File: src/rtl/core_pkg.sv
// Shared constants for the core fetch path: word size, NOP encoding, reset PC and queue entry layout.
package core_pkg;

  localparam int          XLEN_DEFAULT     = 32;
  localparam int          INST_BYTES       = 4;
  localparam logic [31:0] NOP_INST         = 32'h0000_0013;
  localparam logic [31:0] RESET_PC_DEFAULT = 32'h0000_0000;

  // Queue entry: PC in the upper half, instruction in the lower half.
  typedef struct packed {
    logic [XLEN_DEFAULT-1:0] pc;
    logic [XLEN_DEFAULT-1:0] inst;
  } fq_entry_t;

  localparam int FQ_ENTRY_W = $bits(fq_entry_t);

  function automatic int entry_width(input int xlen);
    return 2 * xlen;
  endfunction

endpackage

File: src/rtl/fq_ring.sv
// Generic DEPTH x WIDTH circular buffer with push, pop, flush and occupancy count.
module fq_ring #(
  parameter int DEPTH = 4,
  parameter int WIDTH = 64
) (
  input  logic                     clk,
  input  logic                     reset,
  input  logic                     push_i,
  input  logic [WIDTH-1:0]         push_data_i,
  input  logic                     pop_i,
  input  logic                     flush_i,
  output logic [WIDTH-1:0]         head_data_o,
  output logic [$clog2(DEPTH):0]   count_o
);
  localparam int PW = $clog2(DEPTH);

  logic [WIDTH-1:0] mem_q [DEPTH];
  logic [PW-1:0]    wr_ptr_q, rd_ptr_q;
  logic [PW:0]      count_q;

  // Storage carries no reset; only the pointers define which slots are live.
  always_ff @(posedge clk) begin
    if (push_i && !flush_i) begin
      mem_q[wr_ptr_q] <= push_data_i;
    end
  end

  always_ff @(posedge clk or posedge reset) begin
    if (reset) begin
      wr_ptr_q <= '0;
      rd_ptr_q <= '0;
      count_q  <= '0;
    end else if (flush_i) begin
      wr_ptr_q <= '0;
      rd_ptr_q <= '0;
      count_q  <= '0;
    end else begin
      if (push_i) wr_ptr_q <= wr_ptr_q + PW'(1);
      if (pop_i)  rd_ptr_q <= rd_ptr_q + PW'(1);
      count_q <= count_q + (PW+1)'(push_i) - (PW+1)'(pop_i);
    end
  end

  assign head_data_o = mem_q[rd_ptr_q];
  assign count_o     = count_q;

endmodule

File: src/rtl/fetch_queue.sv
// Instruction-fetch front end: credit-limited sequential fetch, in-order response queue, redirect flush.
// Define FETCH_QUEUE_BYPASS_EN to forward a response straight to decode when the queue is empty.
module fetch_queue
  import core_pkg::*;
#(
  parameter int              XLEN     = XLEN_DEFAULT,
  parameter int              DEPTH    = 4,
  parameter logic [XLEN-1:0] RESET_PC = XLEN'(RESET_PC_DEFAULT)
) (
  input  logic            clk,
  input  logic            reset,
  input  logic            redirect_valid,
  input  logic [XLEN-1:0] redirect_pc,
  output logic            imem_req_valid,
  output logic [XLEN-1:0] imem_req_addr,
  input  logic            imem_req_ready,
  input  logic            imem_resp_valid,
  input  logic [XLEN-1:0] imem_resp_inst,
  output logic            deq_valid,
  input  logic            deq_ready,
  output logic [XLEN-1:0] deq_inst,
  output logic [XLEN-1:0] deq_pc
);
  localparam int CW = $clog2(DEPTH) + 1;
  localparam int EW = entry_width(XLEN);

  logic [XLEN-1:0] fetch_pc_q, fetch_pc_d;
  logic [CW-1:0]   discard_q, discard_d;
  logic            armed_q;
  logic [CW-1:0]   count, inflight;
  logic [CW:0]     credits_used;
  logic [XLEN-1:0] pend_pc;
  logic [EW-1:0]   head_entry;
  logic            req_fire, resp_keep, bypass, enq, deq_fire, pop;

  // Every accepted request holds one credit until its slot in the queue is freed.
  assign credits_used   = {1'b0, count} + {1'b0, inflight};
  assign imem_req_valid = armed_q && !redirect_valid && (credits_used < (CW+1)'(DEPTH));
  assign imem_req_addr  = fetch_pc_q;
  assign req_fire       = imem_req_valid && imem_req_ready;
  assign resp_keep      = imem_resp_valid && (discard_q == '0) && !redirect_valid;

`ifdef FETCH_QUEUE_BYPASS_EN
  assign bypass = resp_keep && (count == '0);
`else
  assign bypass = 1'b0;
`endif

  always_comb begin
    deq_valid = 1'b0;
    deq_inst  = XLEN'(NOP_INST);
    deq_pc    = '0;
    if (bypass) begin
      deq_valid = 1'b1;
      deq_inst  = imem_resp_inst;
      deq_pc    = pend_pc;
    end else if (count != '0) begin
      deq_valid = 1'b1;
      deq_inst  = head_entry[XLEN-1:0];
      deq_pc    = head_entry[EW-1:XLEN];
    end
  end

  assign deq_fire = deq_valid && deq_ready;
  assign pop      = deq_fire && !bypass;
  assign enq      = resp_keep && !(bypass && deq_ready);

  always_comb begin
    fetch_pc_d = fetch_pc_q;
    discard_d  = discard_q;
    if (redirect_valid) begin
      fetch_pc_d = {redirect_pc[XLEN-1:2], 2'b00};
      discard_d  = inflight + CW'(req_fire) - CW'(imem_resp_valid);
    end else begin
      if (req_fire) fetch_pc_d = fetch_pc_q + XLEN'(INST_BYTES);
      if (imem_resp_valid && (discard_q != '0)) discard_d = discard_q - CW'(1);
    end
  end

  // armed_q holds off the first request for one cycle after reset release.
  always_ff @(posedge clk or posedge reset) begin
    if (reset) begin
      fetch_pc_q <= RESET_PC;
      discard_q  <= '0;
      armed_q    <= 1'b0;
    end else begin
      fetch_pc_q <= fetch_pc_d;
      discard_q  <= discard_d;
      armed_q    <= 1'b1;
    end
  end

  fq_ring #(.DEPTH(DEPTH), .WIDTH(EW)) u_data_ring (
    .clk         (clk),
    .reset       (reset),
    .push_i      (enq),
    .push_data_i ({pend_pc, imem_resp_inst}),
    .pop_i       (pop),
    .flush_i     (redirect_valid),
    .head_data_o (head_entry),
    .count_o     (count)
  );

  // Pending-PC FIFO is never flushed: discarded responses still retire their PC, so its count is inflight.
  fq_ring #(.DEPTH(DEPTH), .WIDTH(XLEN)) u_pc_ring (
    .clk         (clk),
    .reset       (reset),
    .push_i      (req_fire),
    .push_data_i (fetch_pc_q),
    .pop_i       (imem_resp_valid),
    .flush_i     (1'b0),
    .head_data_o (pend_pc),
    .count_o     (inflight)
  );

  a_resp_has_request: assert property (@(posedge clk) disable iff (reset)
    imem_resp_valid |-> (inflight != '0));

endmodule
File: config.mk
export PLATFORM = sky130hd
export DESIGN_NAME = fetch_queue
export DESIGN_NICKNAME = d
export VERILOG_FILES = /design/src/rtl/core_pkg.sv /design/src/rtl/fq_ring.sv /design/src/rtl/fetch_queue.sv
export SDC_FILE = /design/constraint.sdc
export NUM_CORES = 1
export LEC_CHECK = 0
export ABC_AREA = 1
export CAP_MARGIN = 20
export CORE_ASPECT_RATIO = 1.2
export CORE_MARGIN = 2
export CORE_UTILIZATION = 55
export DETAILED_ROUTE_END_ITERATION = 16
export PLACE_DENSITY = 0.86
export RECOVER_POWER = 100
export SYNTH_ARGS = -nofsm -noshare
export SYNTH_HDL_FRONTEND = slang
export SYNTH_SLANG_ARGS = --single-unit
File: constraint.sdc
create_clock -name clk -period 5.25 [get_ports clk]
set_input_delay 0.525 -clock clk [delete_from_list [all_inputs] [get_ports clk]]
set_output_delay 0.525 -clock clk [all_outputs]
set_load 0.02 [all_outputs]
==> results of run 1 <==
-- flip-flops by register name, indices dropped and copies added (netlist names), 3 cells and up --
signal / count
discard_q: 3
imem_req_addr: 30
u_data_ring.count_o: 3
u_data_ring.mem_q: 248
u_pc_ring.count_o: 3
u_pc_ring.mem_q: 120
-- per-layer routing --
layer,up-vias,wire length [microns],track usage [%]
li1,5544,-,-
met5,-,0,0
met1,5718,14580,28.38
met3,85,2869,3.343
met2,570,19600,40.63
met4,0,1046,9.919
-- where the power goes --
group / internal (W) / switching [W]
Sequential: 0.00407 / 0.000245
Clock: 0.00158 / 0.00116
Combinational: 0.00107 / 0.00212
Total: 0.00671 / 0.00353
-- placed cells by master (no fill, tap or decap), types with 6 or more instances in the layout --
cell and n:
nand2_1 181, nand3_1 66, nor2_2 6, o21ai_0 190, dfrtp_1 46, dlygate4sd3_1 123, clkbuf_1 12, clkbuf_16 41
xor2_1 8, clkdlybuf4s50_1 38, o22ai_1 30, clkinv_2 8, clkinv_1 9, nor2_4 7, ha_1 17, nor2_1 356
edfxtp_1 368, inv_1 70, a21oi_1 65, o21bai_1 8
-- layout make-up --
type                    count  area share, %
inverters                  73          1.339
flip-flops and latches    416          59.91
clock inverters            25          1.034
well taps                 401          2.452
clock buffers              46          5.106
repair buffers            179          8.409
multi-input cells         957          21.75
-- worst max-delay path, delay by kind of cell, from the launching register on --
kind | cells | cell delay [ns]
compound gates | 1 | 0.09
buf+inv | 3 | 2.39
simple gates | 2 | 0.44
flops | 1 | 0.45
-- through the flow --
step	total power (W)	setup WS, ns	hold WS (ns)	instances
floorplan	0.006274	1.191	0.4870	1527
global placement	0.007528	1.605	0.5274	2025
detailed placement	0.007681	1.521	0.5358	2025
CTS	0.01040	1.145	0.5439	2096
global route	0.01072	0.5473	0.4470	2097
finish	0.01024	0.8211	0.4057	2097
-- path summary, 6_finish.rpt --
kind	endpoint	cells past startpoint	from	slack, ns
min in group clk	u_pc_ring.count_o[2]$_DFF_PP0_	2	u_pc_ring.count_o[1]$_DFF_PP0_	0.54
max in group asynchronous	u_data_ring.rd_ptr_q[0]$_DFFE_PP0P_	3	reset	1.97
min reg2reg	u_pc_ring.count_o[2]$_DFF_PP0_	2	u_pc_ring.count_o[1]$_DFF_PP0_	0.54
max reg2reg	u_data_ring.mem_q[1][42]$_DFFE_PP_	5	u_pc_ring.rd_ptr_q[0]$_DFFE_PP0P_	1.12
max	deq_inst[14]	6	u_data_ring.count_o[1]$_DFF_PP0_	0.82
min	u_data_ring.count_o[0]$_DFF_PP0_	2	reset	0.41
-- kinds of logic after synthesis --
| kind of cell | share of synthesized area, % |
|---|---|
| AOI/OAI and AO/OA | 9.040 |
| DFF | 70.76 |
| adders and majority gates | 1.460 |
| buffers and inverters | 3.794 |
| other | 0.04337 |
| xor gates and xnor gates | 0.6576 |
| and+or+nand+nor | 14.25 |
==> results by group, run 1 <==
Floorplan
  – Die H: 198.4 microns
  – Die area: 32920 sq um
  – Row count: 71
  – Placeable Area: 31180 sq um
  – Initial Util: 55.53%
  – Die X-Extent: 166.0 microns
  – Ports: 168

STA
  – Crit path time final: 4.429 ns
  – Fin. Hold Viols: 0
  – RSZ-0062 raised after global routing: false
  – Slew margin rel.: -70.85%
  – F_max: 225.8 MHz
  – Max-slew violation count: 562
  – Clock Skew: 0.01296 ns
  – Worst Tran Pin Value: 2.563 ns
  – Setup TNS: 0 ns
  – Setup violators final: 0
  – Final Cycle Share: 84.36%

Cells and area
  – # diodes: 0
  – Share of post-route cells with drive strength above 1: 5.366%
  – Multi-input gate area in the final layout: 4451 sq um
  – P&R area growth vs syn: 18.16%
  – Register area: 12260 sq um
  – Finished Core Util: 65.62%
  – NumNets Final: 1755
  – Design Area, Final: 20460 sq um
  – # fillers: 2175

Placed design
  – Routability congestion estimate: 0.8788
  – Detail Placement HPWL: 22.09 mm
  – Post-DP Area: 19240 sq um
  – I/O Buffers: 161

Synthesis
  – Cells after Synth: 1524
  – Post-Synthesis Mean Instance Area: 11.36 sq um
  – Mapped Area: 17320 sq um
  – Fraction of registers with async set/reset: 11.54%
  – FF+latch count, synth: 416
  – Most frequent cells after synthesis: 368 x edfxtp_1, 361 x nor2_1, 190 x o21ai_0, 181 x nand2_1, 68 x inv_1
  – Top-count cell post-synth: edfxtp_1
  – Sequential-to-total area share from yosys stat: 70.76%
  – Top cells by area, synth: edfxtp_1 64%, nor2_1 7.8%, dfrtp_1 6.9%
  – Number of library cell types mapped by synthesis: 30
  – Synth top area share: 63.82%
  – Synth Warn #: 0
  – Post-synth top flop: edfxtp_1
  – Number of enable flip-flop cells after synthesis: 368
  – Synth area leader: edfxtp_1

Setup path
  – Critical Path Slowest Stage Cell: inv_1
  – Startpoint Class: register
  – Max incr delay on CP: 1.28 ns
  – Crit path max fanout: 41
  – Arr. time, crit path: 3.90 ns
  – CP cell instances: nor2_1 -> nand2_1 -> inv_1 -> buf_4 -> a21oi_1 -> dlygate4sd3_1
  – Nature of the critical path endpoint: output pin
  – Req. time, crit path: 4.72 ns
  – Kind of critical path: reg2out

Clocking
  – H-Tree Depth: 2
  – Clock-pin transition on the worst setup and hold timing paths: 0.06 ns
  – Maximum clock path buffer count: 3
  – Worst skew pair latency: 0.52 ns
  – Resized cells post-CTS: 0
  – CTS tree: done
  – Sink Count: 416
  – Cts hold-fix bufs: 0
  – Root Driver: clkbuf_16
  – TritonCTS Buffers: 39
  – Post CTS Setup Buffer Count: 0

Min path
  – Worst hold path type: in2async

Outcome
  – Failing checks: capacitance limit, slew limit
  – Outcome: finished, violations left

GRT
  – Wire length of the first global-routing pass: 59.60 mm
  – Global route overflow: 0
  – Largest net degree at the start of global routing: 84
  – Vias in the first global route: 11.83k
  – Total Routing Usage GR: 22.95%
  – Antenna violations before repair: 0

Route
  – Wirelength per Cell: 18.16 microns
  – DRT Wirelength: 38.09 mm
  – Vias: 11.92k
  – Via density: 5.683
  – DRT Pass-1 Iters: 6
  – Initial drt markers: 1039
  – DRC Markers: 0
  – ANT nets after route: 0

Flow run
  – Maxcap violations: 12

Power
  – Lkg Pwr: 7.411 nW
  – Worst vdd ir: 0.0003127 V
  – Power density cells: 500.5 nW/um^2
Power figures use the tool's default switching activity.
==> run 2, diff against run 1 <==
- CORE_UTILIZATION: 55 -> 52
- clock period: 5.25 -> 3.8 ns (I/O delays scaled with it)
==> run 2 against run 1 <==
The flow still finishes with violations (capacitance limit, slew limit); die area grew 5.6%; global-route usage is 0.50 points lower; routed wire length grew 3.1%; clock power grew 40%; via count up 0.35%; critical path depth increased by 1; sequential power is 37% higher; critical endpoint is now deq_inst[3].
==> results by group, run 2 (synthesis gave the netlist of run 1 again) <==
Clocking
  – Root Driver: clkbuf_16
  – Maximum clock path buffer count: 3 (unchanged)
  – Sink Count: 416 (unchanged)
  – Post CTS Setup Buffer Count: 0 (unchanged)
  – Worst skew pair latency: 0.54 ns (+0.02 ns)
  – Resized cells post-CTS: 0 (unchanged)
  – Cts hold-fix bufs: 0 (unchanged)
  – CTS tree: done
  – H-Tree Depth: 2 (unchanged)
  – Clock-pin transition on the worst setup and hold timing paths: 0.06 ns (about the same)
  – TritonCTS Buffers: 40 (+2.6%)

Power
  – Switching Power: 0.004960 W (+41%)
  – Lkg Pwr: 7.410 nW (about the same)
  – Switching part of the total: 34.62% (+0.18 points)
  – Flop pwr share: 41.2% (-0.9 points)
  – Logic pwr share: 32.1% (+0.9 points)
  – Worst vdd ir: 0.0004218 V (+35%)
  – Clock network power share: 26.7% (about the same)
  – Power density cells: 694.8 nW/um^2 (+39%)
  – Internal power: 0.009368 W (+40%)
  – Power Total: 0.01433 W (+40%)

Setup path
  – Req. time, crit path: 3.42 ns (-1.30 ns)
  – FF-to-FF path depth: 3 (-2)
  – R2R Setup Slk: 0.39 ns (-0.73 ns)
  – Nature of the critical path endpoint: output pin
  – Startpoint Class: register
  – Arr. time, crit path: 3.04 ns (-0.86 ns)
  – Worst R2R Start: u_pc_ring.rd_ptr_q[0]$_DFFE_PP0P_
  – Kind of critical path: reg2out
  – Worst r2r dst: u_data_ring.mem_q[3][39]$_DFFE_PP_
  – Crit path max fanout: 25 (-39%)

Cells and area
  – NumNets Final: 1761 (+0.34%)
  – Design Area, Final: 20620 sq um (+0.80%)
  – Register with the most flip-flops: u_data_ring.mem_q
  – Most frequent cells in the layout: 368 x edfxtp_1, 355 x nor2_1, 190 x o21ai_0
  – # diodes: 0 (unchanged)
  – Share of post-route cells with drive strength above 1: 6.052% (+0.69 points)
  – P&R area growth vs syn: 19.10%
  – Max reg flops: 248 (unchanged)
  – Most common cell after layout, fill and taps aside: edfxtp_1
  – Finished Core Util: 62.54% (-3.1 points)

STA
  – F_max: 292.4 MHz
  – RSZ-0062 raised after global routing: false
  – Max-slew violation count: 102 (-82%)
  – Crit path time final: 3.420 ns
  – Setup violators final: 0 (unchanged)
  – Clock Skew: 0.02299 ns (+0.01003 ns)
  – Slew margin rel.: -66.76% (+4.1 points)
  – Final Cycle Share: 89.99%
  – Hold slack final: 0.2410 ns (-0.1648 ns)
  – Fin. Hold Viols: 0 (unchanged)
  – Worst Tran Pin Value: 2.501 ns (-0.06129 ns)

Flow run
  – Maxcap violations: 2 (-10)

GRT
  – Wire length of the first global-routing pass: 60.55 mm (+1.6%)
  – Total Routing Usage GR: 22.46% (-0.50 points)
  – Largest net degree at the start of global routing: 126 (+50%)
  – Antenna violations before repair: 0 (unchanged)
  – Vias in the first global route: 11.93k (+0.88%)
  – Global route overflow: 0 (unchanged)

Floorplan
  – Die H: 203.9 microns (+2.8%)
  – Placeable Area: 32970 sq um (+5.7%)
  – Row count: 73 (+2.8%)
  – Ports: 168 (unchanged)
  – Die X-Extent: 170.6 microns (+2.8%)
  – Die area: 34780 sq um (+5.6%)
  – Initial Util: 52.51% (-3.0 points)

Route
  – Vias: 11.96k (+0.35%)
  – Initial drt markers: 1188 (+14%)
  – DRC Markers: 0 (unchanged)
  – DRT Wirelength: 39.26 mm (+3.1%)
  – ANT nets after route: 0 (unchanged)
  – Wirelength per Cell: 18.24 microns (+0.42%)
  – Via density: 5.557 (-2.2%)
  – DRT Pass-1 Iters: 5 (-1)

Placed design
  – Detail Placement HPWL: 22.61 mm (+2.3%)
  – Post-DP Area: 19400 sq um (+0.84%)
  – Routability congestion estimate: 0.8813 (+0.28%)
  – I/O Buffers: 161 (unchanged)

Outcome
  – Outcome: finished, violations left
  – Failing checks: capacitance limit, slew limit

Min path
  – Worst hold path type: in2async
-- run 2: cell types whose count changed in the layout (fill, tap and decap cells not counted), moves of 3 or more --
cell             previous run  this run
clkbuf_1                   12        15
dlygate4sd3_1             123        96
clkbuf_8                    0         4
clkbuf_4                    0         3
clkinv_1                    9         2
clkinv_4                    4         0
buf_12                      1         4
clkdlybuf4s50_1            38        65
-- run 2: metrics by stage --
step,setup TNS [ns],std cells,setup WS [ns]
after floorplan,-62.51,1527,-0.2521
after global placement,0,2079,1.110
after detailed placement,0,2079,1.016
after CTS,0,2151,0.4398
after global routing,0,2152,0.1770
final,0,2152,0.3802
-- run 2: how the worst max path moves through the flow --
| stage | startpoint | endpoint | slack, ns | depth (start not counted) |
|---|---|---|---|---|
| floorplan | discard_q[0]$_DFFE_PP0P_ | u_data_ring.mem_q[0][0]$_DFFE_PP_ | -0.25 | 6 |
| global placement | u_data_ring.rd_ptr_q[0]$_DFFE_PP0P_ | deq_pc[4] | 1.11 | 5 |
| detailed placement | u_data_ring.rd_ptr_q[0]$_DFFE_PP0P_ | deq_pc[4] | 1.02 | 5 |
| CTS | u_data_ring.rd_ptr_q[0]$_DFFE_PP0P_ | deq_pc[4] | 0.44 | 5 |
| global route | redirect_valid | u_data_ring.mem_q[3][9]$_DFFE_PP_ | 0.18 | 6 |
| finish | u_data_ring.count_o[1]$_DFF_PP0_ | deq_inst[3] | 0.38 | 7 |
-- run 2: worst max-delay path: stages, from the launching register on --
cell and delay (ns):
dfrtp_1 0.45, nor2_1 0.13, nand2_1 0.05, buf_4 0.17, inv_2 0.44, clkbuf_2 0.48
a21oi_1 0.10, dlygate4sd3_1 0.67
-- run 2: metal layers --
layer  global-route usage [%]  wire, microns  vias up
met5                        0              0        -
met4                    8.761           1076        0
met3                    3.757           2883       82
met2                    40.62          20390      538
met1                    26.65          14910     5783
li1                         -              -     5556
-- run 2: area by class of cell --
class                   count  area, sq um
clock buffers              58         1151
fillers                  2408        12350
clock inverters            14        121.4
flip-flops and latches    416        12260
inverters                  73        274.0
well taps                 450        563.0
multi-input cells         957         4448
repair buffers            184         1808
-- run 2: power by group through the flow --
stage / sequential (W) / clock [W] / combinational (W)
after CTS: 0.00589 / 0.00387 / 0.00475
final: 0.00590 / 0.00383 / 0.00460
after detailed placement: 0.00598 / 0 / 0.00470
after global routing: 0.00593 / 0.00406 / 0.00503
after global placement: 0.00595 / 0 / 0.00452
after floorplan: 0.00596 / 0 / 0.00271
